$ cat config.mk
export PLATFORM = sky130hd
export DESIGN_NAME = bcd_operand_encoder
export DESIGN_NICKNAME = d
export VERILOG_FILES = /design/src/rtl/bcd_operand_encoder.sv
export SDC_FILE = /design/constraint.sdc
export NUM_CORES = 1
export LEC_CHECK = 0
export CAP_MARGIN = 20
export CORE_MARGIN = 5
export CORE_UTILIZATION = 50
export CTS_BUF_LIST = sky130_fd_sc_hd__clkbuf_16
export DETAILED_ROUTE_END_ITERATION = 8
export PLACE_DENSITY = 0.82
export SETUP_SLACK_MARGIN = 0.15
export SLEW_MARGIN = 20
export SYNTH_ARGS = -nofsm -noshare
export SYNTH_HDL_FRONTEND = slang
export SYNTH_SLANG_ARGS = --single-unit
$ cat constraint.sdc
create_clock -name clk -period 2.35 [get_ports clk]
set_input_delay 0.705 -clock clk [delete_from_list [all_inputs] [get_ports clk]]
set_output_delay 0.705 -clock clk [all_outputs]
set_load 0.03 [all_outputs]
$ cat src/rtl/bcd_operand_encoder.sv
// Iterative double-dabble binary-to-BCD encoder with start/ready input and valid/ack output handshakes.
// Optional saturation of overflowing results to all-nines: define BCD_OPERAND_SAT_EN.
module bcd_operand_encoder #(
    parameter int N = 3,
    parameter int W = 10
) (
    input  logic           clk,
    input  logic           rst,
    input  logic           Start_in,
    input  logic [W-1:0]   Bin_in,
    output logic           Ready_out,
    output logic [4*N-1:0] Bcd_out,
    output logic           Ovf_out,
    output logic           Valid_out,
    input  logic           Ack_in
);

    localparam int CW = $clog2(W + 1);

    typedef enum logic [1:0] {IDLE, CONV, DONE} state_t;

    state_t         state_q;
    logic [W-1:0]   bin_q;
    logic [4*N-1:0] work_q;
    logic           ovf_q;
    logic [CW-1:0]  cnt_q;
    logic [4*N-1:0] bcd_q;
    logic           bcd_ovf_q;
    logic           valid_q;

    logic [4*N-1:0] adj;
    logic [4*N-1:0] work_d;
    logic [W-1:0]   bin_d;
    logic           ovf_d;
    logic [4*N-1:0] result_d;

    // One double-dabble step: add-3 per digit, then shift {work, bin} left by one.
    always_comb begin
        adj = work_q;
        for (int unsigned i = 0; i < N; i++) begin
            if (work_q[4*i +: 4] >= 4'd5) begin
                adj[4*i +: 4] = work_q[4*i +: 4] + 4'd3;
            end
        end
        work_d = {adj[4*N-2:0], bin_q[W-1]};
        bin_d  = bin_q << 1;
        ovf_d  = ovf_q | adj[4*N-1];
`ifdef BCD_OPERAND_SAT_EN
        result_d = ovf_d ? {N{4'h9}} : work_d;
`else
        result_d = work_d;
`endif
    end

    always_ff @(posedge clk or posedge rst) begin
        if (rst) begin
            state_q   <= IDLE;
            bin_q     <= '0;
            work_q    <= '0;
            ovf_q     <= 1'b0;
            cnt_q     <= '0;
            bcd_q     <= '0;
            bcd_ovf_q <= 1'b0;
            valid_q   <= 1'b0;
        end else begin
            unique case (state_q)
                IDLE: begin
                    if (Start_in) begin
                        bin_q   <= Bin_in;
                        work_q  <= '0;
                        ovf_q   <= 1'b0;
                        cnt_q   <= CW'(W);
                        state_q <= CONV;
                    end
                end
                CONV: begin
                    bin_q  <= bin_d;
                    work_q <= work_d;
                    ovf_q  <= ovf_d;
                    cnt_q  <= cnt_q - 1'b1;
                    if (cnt_q == CW'(1)) begin
                        bcd_q     <= result_d;
                        bcd_ovf_q <= ovf_d;
                        valid_q   <= 1'b1;
                        state_q   <= DONE;
                    end
                end
                DONE: begin
                    if (Ack_in) begin
                        valid_q <= 1'b0;
                        state_q <= IDLE;
                    end
                end
                default: state_q <= IDLE;
            endcase
        end
    end

    assign Ready_out = (state_q == IDLE);
    assign Bcd_out   = bcd_q;
    assign Ovf_out   = bcd_ovf_q;
    assign Valid_out = valid_q;

endmodule

Word-level counts from Yosys, hierarchy flattened
Index checks and enable logic that the tools add are counted.
W data, S select, Z words.
- word-level logic and storage cells: 47
- output and inout port bits: 15
- flip-flop bits (word level): 43
- magnitude comparators: 3
- equal/unequal tests: 6
- multiplexer cells: 18
- $add $sub $neg: 4
- bitwise logic cells: 1
- reduce and logical (&&, ||, !) cells: 7
- operator list (cell ; count):
    $pmux W12 S2 ; 1
    $pmux W10 S2 ; 1
    $mux W4 ; 4
    $add A4 B2 Y4 const B ; 3
    $ge A4 B3 Y1 const B ; 3
    $mux W12 ; 1
    $mux W10 ; 1
    $pmux W4 S2 ; 1
    $mux W2 ; 3
    $ne A2 B2 Y1 const B ; 3
    $pmux W2 S3 ; 1
    $reduce_and A3 Y1 ; 2
    $eq A4 B1 Y1 const B ; 1
    $pmux W1 S2 ; 2
    $reduce_and A2 Y1 ; 2
    $reduce_bool A2 Y1 ; 2
    $sub A4 B1 Y4 const B ; 1
    $mux W1 ; 3
    $eq A2 B1 Y1 const B ; 1
    $eq A2 B2 Y1 const B ; 1
    $logic_not A2 Y1 ; 1
    $or A1 B1 Y1 ; 1

Depth between registers and ports, before layout
- depth after elaboration: 4
- depth in mapped cells: 7
- gate-level depth less buffers: 6

Worst setup path after synthesis
Ideal clock, no wire load.
- path kind: register to output
- start: reg state_q[1]
- end: out Ready_out
- cell stages (with the launch flop): 3
- setup slack: 600 ps
- arrival: 1045 ps
- path through: dfrtp_1 clkbuf_1 nor2_1
- cells in the longest elaborated chain, start to end: 1
- ends and longest elaborated chain (element ; line ; RTL):
    from (decl) ; 22 ; state_t state_q;
    from (signal assigned) ; 57 ; state_q <= IDLE;
    from (signal assigned) ; 73 ; state_q <= CONV;
    from (signal assigned) ; 85 ; state_q <= DONE;
    $logic_not A2 Y1 ; 99 ; assign Ready_out = (state_q == IDLE);
    to (decl) ; 11 ; output logic Ready_out,
Every way passes these cells.

Final worst setup path
- start: reg bcd_q[0], in the netlist Bcd_out[0]
- end: out Bcd_out[0]
- RTL lines (element ; line ; RTL):
    from (decl) ; 27 ; logic [4*N-1:0] bcd_q;
    from (signal assigned) ; 82 ; bcd_q <= result_d;
    to (decl) ; 12 ; output logic [4*N-1:0] Bcd_out,
No word-level cell between the ends.

==> reports/metrics.yaml <==
setup_path:
  crit_path_end_kind: "output pin"
  required_ns: 1.64
  worstSetupPathType: "reg2out"
  reg2reg_depth: 4
  cp_cell_sequence: "clkdlybuf4s50_1"
  worstPathMaxFanout: 2
  critPathLaunchType: "flip-flop"
  reg2reg_slack_ns: 0.40
  crit_cells: 1
  cp-endpoint: "Bcd_out[0]"
  startpoint: "Bcd_out[0]"
  r2r-end: "Bcd_out[10]"
  slowest_stage: "clkdlybuf4s50_1"
  crit_family: "buffers and inverters"
  cp_num_buf_inv: 1
  rr_startpoint: "state_q[0]"
  cp.arrival_ns: 1.33
  crit_path_max_incr_delay_ns: 0.69
yosys:
  synth.avg_cell_area_sq_um: 10.4
  async_flop_share: 1.00
  synth_top_area_frac: 0.510
  synth_area_leaders: "dfrtp_1, nor3b_1, a21oi_1, ha_1, o21ai_0"
  synth_top_cell_by_area: "dfrtp_1"
  synth_area_sq_um: 2110
  yosys_warnings: 0
  synth_edf_count: 0
  synth_nets: 225
  synthFlopType: "dfrtp_1"
  yosysUniqueCellTypes: 31
  synth_seq_cells: 43
  synth_cells: 203
  seq_area_frac_synth: 0.510
route:
  wirelength_um: 4080
  ant_nets: 0
  drc: 0
  first_pass_iters: 4
  vias_per_cell: 5.45
  drt_iter0_markers: 121
  vias: 1554
  wl_per_cell_um: 14.3
timing:
  hold_viol: 0
  final.min_clock_period_ns: 2.03
  setup_viol: 0
  tightest_slew_ns: 0.733
  fmaxAchievable_ghz: 0.492
  relSlewSlack: 0.510
  post-route-period-util: 0.865
  fin_setup_tns_ns: 0
  finClkSkew_ns: 0.00409
  whs_ns: 0.478
  rsz0062_at_grt: "false"
  slew_violations: 0
die:
  start_util: 0.520
  fp.dieH_um: 75.0
  dieArea_sq_um: 5620
  row_count: 23
  num_io_pins: 29
  core_area_sq_um: 4060
  dieWidth_um: 75.0
power_and_ir_drop:
  seqPwrFrac: 0.362
  power_density_nw_per_um2: 1400
  swShare: 0.384
  power.share.clock: 0.178
  p_int_mw: 2.22
  switchingPower_mw: 1.38
  combPwrFrac: 0.460
  peakVddDrop_uv: 751
  leakagePower_nw: 1.15
global_routing:
  overflow: 0
  grt_pass1_vias: 1603
  antenna_found_initial: 0
  grt_pass1_wl_um: 7070
  grt_usage: 0.164
  grt_max_degree: 44
clock_network:
  cts_hold_buf: 0
  clock_path_buffers: 2
  clk_latency_ns: 0.28
  clkTransAtPathRegs_ns: 0.06
  numCtsBuffers: 5
  cts_root_buffer: "clkbuf_16"
  cts_tree: "built"
  htree_levels: 2
  cts.sinks: 43
place:
  post-place-cells: 277
  port_buffers: 28
  hpwl_um: 2730
  postPlaceCellArea_sq_um: 2440
  routabilityCongestion: 0.763
hold_path:
  hold_depth: 2
  hp-class: "reg2reg"
cells_and_area:
  antenna_cells: 0
  nets: 256
  drive_above_1_share: 0.0851
  stdcell_count: 285
  stdcell_area_sq_um: 2580
  area_delta_synth_final_pct: 22.2
  fillers: 339
run_status:
  status: "complete, no violations"
flow_run:
  maxCapViolations: 0
## worst min path at each step
stage / startpoint / to / slack [ns]
floorplan: bin_q[8] / bin_q[8] / 0.45
global placement: bin_q[8] / bin_q[8] / 0.46
detailed placement: bin_q[8] / bin_q[8] / 0.47
CTS: bin_q[8] / bin_q[8] / 0.48
global route: bin_q[8] / bin_q[8] / 0.51
finish: bin_q[8] / bin_q[8] / 0.48
## area by class of cell
| class | instances | area [sq um] | share of cell area |
|---|---|---|---|
| multi-input combinational | 139 | 938 | 0.364 |
| inverter | 11 | 41.3 | 0.0160 |
| tap | 50 | 62.6 | 0.0243 |
| sequential | 43 | 1080 | 0.417 |
| clock inverter | 3 | 11.3 | 0.00437 |
| clock buffer | 5 | 125 | 0.0485 |
| timing repair buffer | 34 | 324 | 0.126 |
## power by group through the flow
stage | Clock [mW] | Sequential [mW] | Combinational [mW]
CTS | 0.656 | 1.30 | 1.68
detailed placement | 0 | 1.31 | 1.67
finish | 0.642 | 1.30 | 1.66
global placement | 0 | 1.30 | 1.61
floorplan | 0 | 1.50 | 0.969
global route | 0.682 | 1.35 | 1.84
## stage by stage
| step | utilization | setup WS [ns] | power (mW) |
|---|---|---|---|
| floorplan | - | 0.600 | 2.46 |
| global route | 0.636 | 0.268 | 3.87 |
| finish | 0.636 | 0.317 | 3.60 |
| detailed placement | 0.602 | 0.261 | 2.98 |
| CTS | 0.636 | 0.303 | 3.63 |
| global placement | 0.602 | 0.321 | 2.91 |
## cell usage in the layout, fill, tap and decap left out, types with 3 or more instances in the layout
cell type,netlist,layout
clkdlybuf4s50_1,0,27
clkbuf_16,0,5
o21ai_0,20,20
nor3b_1,15,15
clkinv_1,1,3
dfrtp_1,43,43
xnor2_1,3,3
a22o_1,9,9
nand2b_1,5,5
buf_4,1,6
a21oi_1,22,22
mux2i_1,4,4
nand2_1,20,20
ha_1,8,8
inv_1,10,11
mux2_4,6,6
nor2_1,11,11
## Yosys cell counts, types with 5 or more instances
cell / count
a22o_1: 9
o21ai_0: 20
nand2_1: 20
nor3b_1: 15
mux2_4: 6
dfrtp_1: 43
inv_1: 10
a21oi_1: 22
ha_1: 8
nand2b_1: 5
nor2_1: 11
## state kept, by name, summed over array words and instances, names as in the netlist
signal and flops:
Bcd_out 12, work_q 12, Ovf_out 1, ovf_q 1
Valid_out 1, state_q 2, bin_q 10, cnt_q 4
## routing by layer
metal	up-vias	track usage	part of all wire
li1	765	-	-
met1	747	0.217	0.45
met2	33	0.266	0.48
met3	9	0.0347	0.046
met4	0	0.0593	0.018
met5	-	0	0
## tightest hold or removal path, stage by stage (launching register included)
cell and delay (ns):
dfrtp_1 0.34, nand2_1 0.05, o21ai_0 0.06
## kinds of logic after synthesis
logic type | synth area share
flip-flops | 0.510
multiplexers | 0.0670
adder cells (fa/ha/maj) | 0.0475
AO/OA/AOI/OAI | 0.164
buffers and inverters | 0.0451
XOR/XNOR | 0.0125
AND/OR/NAND/NOR | 0.154
## what timing repair did
item	in CTS	in global routing
buffers inserted	0	0
setup endpoints to repair	1	0
gates resized for setup	1	0
No activity file was read; power rests on OpenSTA's default activity.
